<file path="src/rtl/tuner_pitch_meter_if.sv">
// Bundle between the codec read path / display logic and the pitch meter.
// master drives sample stream and target settings, slave returns the measurement.
interface tuner_pitch_meter_if #(
  parameter int SAMPLE_W = 24,
  parameter int FREQ_W   = 16
);
  logic                enable;
  logic                sample_valid;
  logic [SAMPLE_W-1:0] sample;
  logic [FREQ_W-1:0]   expected_freq;
  logic [FREQ_W-1:0]   tolerance;
  logic [FREQ_W-1:0]   freq;
  logic                freq_valid;
  logic                settled;
  logic                match;
  logic                greater;

  modport master (
    output enable, sample_valid, sample, expected_freq, tolerance,
    input  freq, freq_valid, settled, match, greater
  );

  modport slave (
    input  enable, sample_valid, sample, expected_freq, tolerance,
    output freq, freq_valid, settled, match, greater
  );
endinterface

</file>
<file path="src/rtl/tuner_pitch_meter.sv">
// Zero-crossing pitch meter: gated crossing count, scaled to Hz, smoothed by a
// moving average and compared against a target frequency with tolerance.
module tuner_pitch_meter #(
  parameter int                  SAMPLE_W    = 24,
  parameter int                  FREQ_W      = 16,
  parameter int                  SAMPLE_RATE = 48000,
  parameter int                  GATE_SHIFT  = 2,
  parameter logic [SAMPLE_W-1:0] HYST        = 24'd4096,
  parameter int                  AVG_LOG2    = 2
) (
  input logic               clk,
  input logic               reset,
  tuner_pitch_meter_if.slave bus
);
  localparam int GATE_LEN = SAMPLE_RATE >> GATE_SHIFT;
  localparam int CNT_W    = $clog2(GATE_LEN + 1);
  localparam int DEPTH    = 1 << AVG_LOG2;
  localparam int PTR_W    = (AVG_LOG2 > 0) ? AVG_LOG2 : 1;
  localparam int FILL_W   = $clog2(DEPTH + 1);
  localparam int SUM_W    = FREQ_W + AVG_LOG2;
  localparam int RAW_W    = CNT_W + GATE_SHIFT;
  localparam int WIDE_W   = ((RAW_W > FREQ_W) ? RAW_W : FREQ_W) + 1;

  localparam logic signed [SAMPLE_W-1:0] POS_HYST = $signed(HYST);
  localparam logic signed [SAMPLE_W-1:0] NEG_HYST = -$signed(HYST);

  typedef enum logic {SIGN_LOW, SIGN_HIGH} sign_t;

  sign_t             sign_reg, sign_next;
  logic              rise;
  logic              accept;
  logic              closing;
  logic [CNT_W-1:0]  sample_cnt_reg;
  logic [CNT_W-1:0]  cross_cnt_reg;
  logic [CNT_W-1:0]  cross_inc;
  logic [WIDE_W-1:0] raw_wide;
  logic [FREQ_W-1:0] raw;

  logic [FREQ_W-1:0] ring_reg [DEPTH];
  logic [FREQ_W-1:0] old_slot;
  logic [SUM_W-1:0]  sum_reg;
  logic [PTR_W-1:0]  ptr_reg;
  logic [FILL_W-1:0] fill_reg;
  logic              upd_reg;

  logic [FREQ_W-1:0] freq_avg;
  logic [FREQ_W-1:0] diff;
  logic [FREQ_W-1:0] freq_reg;
  logic              freq_valid_reg;
  logic              settled_reg;
  logic              match_reg;
  logic              greater_reg;

  assign accept  = bus.enable & bus.sample_valid;
  assign closing = accept && (sample_cnt_reg == CNT_W'(GATE_LEN - 1));

  // Sign tracker with hysteresis; only LOW->HIGH edges are counted
  always_ff @(posedge clk) begin
    if (reset) sign_reg <= SIGN_LOW;
    else       sign_reg <= sign_next;
  end

  always_comb begin
    sign_next = sign_reg;
    rise      = 1'b0;
    if (!bus.enable) begin
      sign_next = SIGN_LOW;
    end else if (bus.sample_valid) begin
      case (sign_reg)
        SIGN_LOW: begin
          if ($signed(bus.sample) > POS_HYST) begin
            sign_next = SIGN_HIGH;
            rise      = 1'b1;
          end
        end
        SIGN_HIGH: begin
          if ($signed(bus.sample) < NEG_HYST) sign_next = SIGN_LOW;
        end
        default: sign_next = SIGN_LOW;
      endcase
    end
  end

  // Crossing count including the current strobe, so the closing sample is credited
  assign cross_inc = (rise && (cross_cnt_reg != '1)) ? cross_cnt_reg + CNT_W'(1) : cross_cnt_reg;
  assign raw_wide  = WIDE_W'(cross_inc) << GATE_SHIFT;
  assign raw       = (raw_wide > WIDE_W'({FREQ_W{1'b1}})) ? {FREQ_W{1'b1}} : raw_wide[FREQ_W-1:0];

  always_ff @(posedge clk) begin
    if (reset || !bus.enable) begin
      sample_cnt_reg <= '0;
      cross_cnt_reg  <= '0;
    end else if (accept) begin
      if (closing) begin
        sample_cnt_reg <= '0;
        cross_cnt_reg  <= '0;
      end else begin
        sample_cnt_reg <= sample_cnt_reg + CNT_W'(1);
        cross_cnt_reg  <= cross_inc;
      end
    end
  end

  // Averaging ring: one register per slot so reset can clear it
  generate
    for (genvar gi = 0; gi < DEPTH; gi++) begin : g_ring
      always_ff @(posedge clk) begin
        if (reset)                                  ring_reg[gi] <= '0;
        else if (closing && ptr_reg == PTR_W'(gi)) ring_reg[gi] <= raw;
      end
    end
  endgenerate

  assign old_slot = ring_reg[ptr_reg];

  always_ff @(posedge clk) begin
    if (reset) begin
      sum_reg  <= '0;
      ptr_reg  <= '0;
      fill_reg <= '0;
      upd_reg  <= 1'b0;
    end else begin
      upd_reg <= closing;
      if (closing) begin
        sum_reg <= sum_reg - SUM_W'(old_slot) + SUM_W'(raw);
        ptr_reg <= (ptr_reg == PTR_W'(DEPTH - 1)) ? '0 : ptr_reg + PTR_W'(1);
        if (fill_reg != FILL_W'(DEPTH)) fill_reg <= fill_reg + FILL_W'(1);
      end
    end
  end

  assign freq_avg = sum_reg[SUM_W-1:AVG_LOG2];
  assign diff     = (freq_avg >= bus.expected_freq) ? freq_avg - bus.expected_freq
                                                    : bus.expected_freq - freq_avg;

  // Results are latched only on an update; target changes alone do not re-evaluate
  always_ff @(posedge clk) begin
    if (reset) begin
      freq_reg       <= '0;
      freq_valid_reg <= 1'b0;
      settled_reg    <= 1'b0;
      match_reg      <= 1'b0;
      greater_reg    <= 1'b0;
    end else begin
      freq_valid_reg <= upd_reg;
      if (upd_reg) begin
        freq_reg    <= freq_avg;
        settled_reg <= (fill_reg == FILL_W'(DEPTH));
        match_reg   <= (diff <= bus.tolerance);
        greater_reg <= (freq_avg >= bus.expected_freq);
      end
    end
  end

  assign bus.freq       = freq_reg;
  assign bus.freq_valid = freq_valid_reg;
  assign bus.settled    = settled_reg;
  assign bus.match      = match_reg;
  assign bus.greater    = greater_reg;
endmodule

</file>
<file path="src/flat_wrapper.sv">
// flat-port wrapper written by rule: the top's interface ports become plain ports
module tuner_pitch_meter_flat 
#(
  parameter int                  SAMPLE_W    = 24,
  parameter int                  FREQ_W      = 16,
  parameter int                  SAMPLE_RATE = 48000,
  parameter int                  GATE_SHIFT  = 2,
  parameter logic [SAMPLE_W-1:0] HYST        = 24'd4096,
  parameter int                  AVG_LOG2    = 2
)
  (clk, reset, bus_enable, bus_sample_valid, bus_sample, bus_expected_freq, bus_tolerance, bus_freq, bus_freq_valid, bus_settled, bus_match, bus_greater);
  tuner_pitch_meter_if #(.SAMPLE_W(SAMPLE_W), .FREQ_W(FREQ_W)) bus_i ();
  input logic clk;
  input logic reset;
  input wire logic [$bits(bus_i.enable)-1:0] bus_enable;
  input wire logic [$bits(bus_i.sample_valid)-1:0] bus_sample_valid;
  input wire logic [$bits(bus_i.sample)-1:0] bus_sample;
  input wire logic [$bits(bus_i.expected_freq)-1:0] bus_expected_freq;
  input wire logic [$bits(bus_i.tolerance)-1:0] bus_tolerance;
  output wire logic [$bits(bus_i.freq)-1:0] bus_freq;
  output wire logic [$bits(bus_i.freq_valid)-1:0] bus_freq_valid;
  output wire logic [$bits(bus_i.settled)-1:0] bus_settled;
  output wire logic [$bits(bus_i.match)-1:0] bus_match;
  output wire logic [$bits(bus_i.greater)-1:0] bus_greater;
  assign bus_i.enable = bus_enable;
  assign bus_i.sample_valid = bus_sample_valid;
  assign bus_i.sample = bus_sample;
  assign bus_i.expected_freq = bus_expected_freq;
  assign bus_i.tolerance = bus_tolerance;
  assign bus_freq = bus_i.freq;
  assign bus_freq_valid = bus_i.freq_valid;
  assign bus_settled = bus_i.settled;
  assign bus_match = bus_i.match;
  assign bus_greater = bus_i.greater;
  tuner_pitch_meter #(.SAMPLE_W(SAMPLE_W), .FREQ_W(FREQ_W), .SAMPLE_RATE(SAMPLE_RATE), .GATE_SHIFT(GATE_SHIFT), .HYST(HYST), .AVG_LOG2(AVG_LOG2)) u_core (.clk(clk), .reset(reset), .bus(bus_i));
endmodule
</file>
<file path="config.mk">
export PLATFORM = sky130hd
export DESIGN_NAME = tuner_pitch_meter_flat
export DESIGN_NICKNAME = d
export VERILOG_FILES = /design/src/rtl/tuner_pitch_meter_if.sv /design/src/rtl/tuner_pitch_meter.sv /design/src/flat_wrapper.sv
export SDC_FILE = /design/constraint.sdc
export NUM_CORES = 1
export LEC_CHECK = 0
export CELL_PAD_IN_SITES_DETAIL_PLACEMENT = 1
export CELL_PAD_IN_SITES_GLOBAL_PLACEMENT = 2
export CORE_MARGIN = 2
export CORE_UTILIZATION = 33
export DETAILED_ROUTE_END_ITERATION = 7
export PLACE_DENSITY_LB_ADDON = 0.1
export SLEW_MARGIN = 10
export SYNTH_ARGS = -nofsm -noshare
export SYNTH_HDL_FRONTEND = slang
export SYNTH_SLANG_ARGS = --single-unit
</file>
<file path="constraint.sdc">
create_clock -name clk -period 4.84 [get_ports clk]
set_input_delay 0.726 -clock clk [delete_from_list [all_inputs] [get_ports clk]]
set_output_delay 0.726 -clock clk [all_outputs]
set_load 0.05 [all_outputs]
</file>
======== Word-level counts from Yosys, hierarchy flattened ========
Memories as Yosys holds them, arrays and structs flattened. A register that Yosys moved wholly into a read port is not among the register bits.
Cells that the tools add are included.
cells by class
  equality and inequality tests ........... 7
  reductions and logical operators ........ 11
  shift-type cells ........................ 0
  bitwise logic cells ..................... 7
  divide/modulo/power cells ............... 0
  mux-type cells .......................... 32
  add/sub/neg operators ................... 8
  $mul .................................... 0
  order comparisons ....................... 5
operator list
  kind                                                                             count
  16-bit two-way mux                                                               6
  14-bit two-way mux                                                               3
  16-bit subtractor                                                                2
  14-bit by 1-bit adder with 14-bit output (second input constant)                 2
  24-bit by 14-bit > comparator with 1-bit output (second input constant)          1
  24-bit by 13-bit less-than comparator with 1-bit output (second input constant)  1
  1-bit two-way mux                                                                19
  18-bit by 16-bit adder with 18-bit output                                        1
  18-bit by 16-bit subtractor with 18-bit output                                   1
  16-bit greater-or-equal comparator                                               1
  16-bit > comparator (second input constant)                                      1
  16-bit <= comparator                                                             1
  14-bit == test (second input constant)                                           1
  14-bit != test (second input constant)                                           1
  1-bit logical AND                                                                6
  2-bit two-way mux                                                                3
  2-bit == test (second input constant)                                            2
  1-bit OR                                                                         4
  3-bit by 1-bit adder with 3-bit output (second input constant)                   1
  3-bit == test (second input constant)                                            1
  3-bit != test (second input constant)                                            1
  2-bit by 1-bit adder with 2-bit output (second input constant)                   1
  2-bit by 1-bit == test with 1-bit output (second input constant)                 1
  2-bit zero test                                                                  1
  7 further kinds                                                                  8
storage, ports and cells
  flip-flop bits (word level) ............. 73
  input port bits ......................... 60
  bits in read-only memories .............. 0
  bits in latches ......................... 0
  memories ................................ 1
  logic and storage cells ................. 83
  output and inout port bits .............. 20
  memory bits (writable) .................. 64
memory list
  name             depth  width  rd ports  clocked after memory_dff  write ports  line                     text
  u_core.ring_reg  4      16     1         1                         4            tuner_pitch_meter.sv:39  logic [FREQ_W-1:0] ring_reg [DEPTH];

======== Longest topological paths before layout ========
  word-level depth ........................ 10
  mapped depth ............................ 20
  gate-level depth less buffers ........... 19

======== Least setup slack after synthesis ========
No wires, ideal clock.
  kind .................................... input to register
  start point ............................. in bus_sample_valid
  end point ............................... reg u_core.sum_reg[17]
  stages .................................. 15
  path buffers ............................ 1
  library setup time ...................... 123 ps
  path slack .............................. 78 ps
  data required time ...................... 4717 ps
  arrival ................................. 4639 ps
  cells stage by stage .................... buf_4 -> nand2_1 -> or3_1 -> nor3_2 -> mux2i_1 -> inv_1 -> fa_1 -> ha_1 -> nor2b_1 -> o31ai_2 -> a21oi_1 -> a211o_1 -> a311oi_2 -> mux2i_1 -> mux2_1
between the ends
  word-level cells in the longest chain between the ends .. 7
  elaborated cells on any way between the ends .. 9
  those cells by class .................... 1 x add/sub; 1 x order compare; 4 x mux; 1 x bitwise; 2 x reduce/logical
ends and longest elaborated chain
  what                                           line                      text
  from (decl)                                    flat_wrapper.sv:16        input wire logic [$bits(bus_i.sample_valid)-1:0] bus_sample_valid;
  1-bit two-way mux (*)                          tuner_pitch_meter.sv:68   end else if (bus.sample_valid) begin
  1-bit two-way mux (*)                          tuner_pitch_meter.sv:66   if (!bus.enable) begin
  1-bit logical AND (*)                          tuner_pitch_meter.sv:85   assign cross_inc = (rise && (cross_cnt_reg != '1)) ? cross_cnt_reg + CNT_W'(1) : cross_cnt_reg;
  14-bit two-way mux (*)                         tuner_pitch_meter.sv:85
  via u_core.cross_inc[1]                        tuner_pitch_meter.sv:35   logic [CNT_W-1:0] cross_inc;
  16-bit > comparator                            tuner_pitch_meter.sv:87   assign raw = (raw_wide > WIDE_W'({FREQ_W{1'b1}})) ? {FREQ_W{1'b1}} : raw_wide[FREQ_W-1:0];
  16-bit two-way mux (*)                         tuner_pitch_meter.sv:87
  18-bit by 16-bit adder with 18-bit output (*)  tuner_pitch_meter.sv:125  sum_reg <= sum_reg - SUM_W'(old_slot) + SUM_W'(raw);
  to (signal assigned)                           tuner_pitch_meter.sv:125
  to (decl)                                      tuner_pitch_meter.sv:41   logic [SUM_W-1:0] sum_reg;
The timed path passes the listed nets; every way through them passes the cells marked *.
A chain may end at the register's enable or synchronous reset.

======== Final worst setup path ========
  start point ............................. in bus_enable
  end point ............................... reg u_core.sum_reg[17]
between the ends
  word-level cells in the longest chain between the ends .. 6
  elaborated cells on any way between the ends .. 8
  those cells by class .................... 1 x add/sub; 1 x order compare; 3 x mux; 1 x bitwise; 2 x reduce/logical
ends and longest elaborated chain
  what                                       line                      text
  from (decl)                                flat_wrapper.sv:15        input wire logic [$bits(bus_i.enable)-1:0] bus_enable;
  1-bit two-way mux                          tuner_pitch_meter.sv:66
  1-bit logical AND                          tuner_pitch_meter.sv:85
  14-bit two-way mux                         tuner_pitch_meter.sv:85
  16-bit > comparator                        tuner_pitch_meter.sv:87
  16-bit two-way mux                         tuner_pitch_meter.sv:87
  18-bit by 16-bit adder with 18-bit output  tuner_pitch_meter.sv:125
Several ways; a longest one is shown, not always the timed one.

==> flow_metrics.py <==
metrics = {
    "outcome": {
        "status": "complete, no violations",
    },
    "global_routing": {
        "antenna_found_initial": 0,
        "grt_pass1_wl_um": 38400,
        "grt_pass1_vias": 7517,
        "gr-usage-all-layers_pct": 18.4,
        "grt_max_degree": 41,
        "grt_overflow_total": 0,
    },
    "synthesis": {
        "synthArstFlopShare_pct": 0,
        "ys_types": 76,
        "synth_flop_cell": "dfxtp_1",
        "ys_ff_latch": 129,
        "synth_seq_area_share_pct": 37.3,
        "netlist_area_um2": 8440,
        "syn-instance-count": 913,
        "synth-edff-count": 56,
        "synth_area_per_cell_um2": 9.24,
        "syn-num-nets": 1060,
        "yosysWarnings": 0,
    },
    "timing": {
        "final.setup_skew_ns": 0.00903,
        "slew_viol_final": 0,
        "min_period_ns": 4.64,
        "fin_hold_ws_ns": 0.475,
        "setup_viol": 0,
        "finalHoldViolations": 0,
        "worst_slew_pin_slew_ns": 0.974,
        "timing.fmax_mhz": 215,
        "rsz0062_at_grt": "no",
        "fin_crit_sh_pct": 95.9,
        "relSlewSlack_pct": 34.9,
        "fin_setup_tns_ns": 0,
    },
    "setup_path": {
        "path_cells": "clkdlybuf4s50_1, nand2_1, or3_1, or3_4, nor3_1, xnor2_1, fa_1, inv_1, ha_1, a21o_1, a211oi_2, nor2_1, a211o_1, a311oi_2, mux2i_1, mux2_1",
        "arrival_ns": 4.96,
        "critPathMaxFanout": 3,
        "worstReg2RegEnd": "u_core.sum_reg[17]",
        "cpMaxStageDelayCell": "fa_1",
        "critPathTopFamily": "simple AND/OR/NAND/NOR gates",
        "rr_worst_depth": 17,
        "end_kind": "flop",
        "r2r_setup_slack_ns": 0.42,
        "crit_type": "in2reg",
        "reg2reg_from": "u_core.cross_cnt_reg[2]",
        "cp-start-kind": "input port",
        "crit_path_max_incr_delay_ns": 0.53,
        "cp_data_required_time_ns": 5.16,
        "crit_buf_inv": 2,
    },
    "hold_path": {
        "holdPathEnd": "u_core.bus.settled",
        "hold_start": "u_core.bus.settled",
        "hold_depth": 2,
        "hp-class": "reg2reg",
    },
    "clock_tree": {
        "cts_tree": "done",
        "clk_latency_ns": 0.43,
        "clk_root_buffer_cell": "clkbuf_16",
        "cts_made_buffers": 17,
        "clk_pin_slew_ns": 0.06,
        "max-clock-path-buffers": 2,
        "cts_num_sinks": 129,
        "h-tree-depth": 4,
    },
    "placement": {
        "dp_hpwl_um": 18700,
        "gp_congestion": 0.805,
        "portBuffers": 79,
        "post-place-cells": 1385,
    },
    "final_layout": {
        "layout_common_cells": "nor2_1, buf_4, inv_1, clkdlybuf4s50_1, dfxtp_1",
        "drive_gt1_share_pct": 16.0,
        "final_common_cell": "nor2_1",
        "areaGrowthSynthToFinish_pct": 28.6,
        "final_cells": 1421,
        "largest_reg_flops": 56,
        "fin_nets": 1225,
        "fillers": 2907,
        "antenna_cells": 0,
    },
    "die": {
        "die_w_um": 164,
        "rows": 58,
        "start_util_pct": 33.6,
        "die_h_um": 164,
        "ios": 80,
        "die_area_um2": 26900,
        "core_region_area_um2": 25100,
    },
    "detailed_routing": {
        "vias": 6955,
        "routed_wirelength_um": 23500,
        "remaining_drc_errors": 0,
        "drt_iter0_drc": 287,
        "wire_per_inst_um": 16.5,
        "postRouteAntennaNets": 0,
        "drt-pass1-iter-count": 4,
        "vias_per_cell": 4.89,
    },
    "pwr": {
        "powerDensity_nw_per_um2": 248,
        "peakVddDrop_mv": 0.161,
        "finalPower_w": 0.00269,
        "leakagePower_nw": 4.25,
    },
    "job": {
        "maxCapViolations": 0,
    },
}
## how the worst max path moves through the flow
stage	from	to	slack (ns)	cells past startpoint
final	bus_enable	u_core.sum_reg[17]	0.20	16
after global routing	bus_enable	u_core.sum_reg[17]	0.001	18
after CTS	bus_sample[17]	u_core.sum_reg[17]	0.02	18
after detailed placement	bus_sample[17]	u_core.sum_reg[17]	-0.43	18
after global placement	bus_sample[16]	u_core.sum_reg[17]	-0.29	18
after floorplan	bus_sample_valid	u_core.sum_reg[17]	0.08	15
## tightest hold or removal path: stages, from the launching register on
cell,delay [ns]
dfxtp_1,0.31
nand2b_1,0.06
a21oi_1,0.06
## routing by layer
metal	up-vias	wire [µm]	GRT usage, %	part of all wire, %
li1	3505	-	-	-
met1	3350	10600	22.1	45
met2	85	12000	34.3	51
met3	15	604	2.80	2.6
met4	0	220	4.51	0.94
met5	-	0	0	0
## timing repair
action,in CTS,in global routing
resized for setup,0,10
endpoints found under the setup margin,0,3
hold buffers,0,0
setup buffers,0,4
## Yosys cell counts (all sizes together), types with 15 or more instances
cell type / number / share of area, %
clkbuf: 20 / 0.90
ha: 70 / 10
o21ai: 26 / 1.5
buf: 15 / 0.92
fa: 17 / 4.0
nand3: 24 / 1.4
mux2i: 25 / 3.0
edfxtp: 56 / 20
nor2: 141 / 6.3
inv: 91 / 4.0
nand4: 17 / 1.3
dfxtp: 73 / 17
nand2: 70 / 3.1
a21oi: 57 / 3.4
xnor2: 24 / 2.6
xor2: 24 / 2.5
## area by class of cell
| type | count | area (µm²) | share of cell area [%] |
|---|---|---|---|
| inverter | 92 | 345 | 3.18 |
| multi-input combinational | 657 | 4850 | 44.7 |
| clock inverter | 15 | 125 | 1.15 |
| clock buffer | 17 | 425 | 3.92 |
| sequential | 129 | 3140 | 29.0 |
| tap | 330 | 413 | 3.80 |
| timing repair buffer | 181 | 1550 | 14.3 |
## cell families (layout without fill, tap and decap cells)
logic type	Yosys count	after routing	synth area share, %
and+or+nand+nor	323	323	18.2
AOI/OAI and AO/OA	158	158	12.2
DFF	129	129	37.3
buffers and inverters	127	305	5.92
adders and majority gates	87	87	14.4
xor gates and xnor gates	48	48	5.07
muxes	41	41	6.97
## through the flow
stage                     instance area [µm²]  worst slack (ns)  utilization [%]
after global routing                    10900           0.00139             43.2
after detailed placement                10200            -0.432             40.7
after floorplan                          8440            0.0775                -
after global placement                  10200            -0.290             40.7
after CTS                               10800            0.0189             42.9
final                                   10900             0.199             43.2
## where the power goes
group	leakage [nW]	total, W	internal (W)	switching (W)
registers	1.12	0.00117	0.00116	0.00000800
clock network	0.253	0.00123	0.000667	0.000559
logic	2.88	0.000299	0.000150	0.000150
total	4.25	0.00269	0.00197	0.000717
Power figures use the tool's default switching activity.
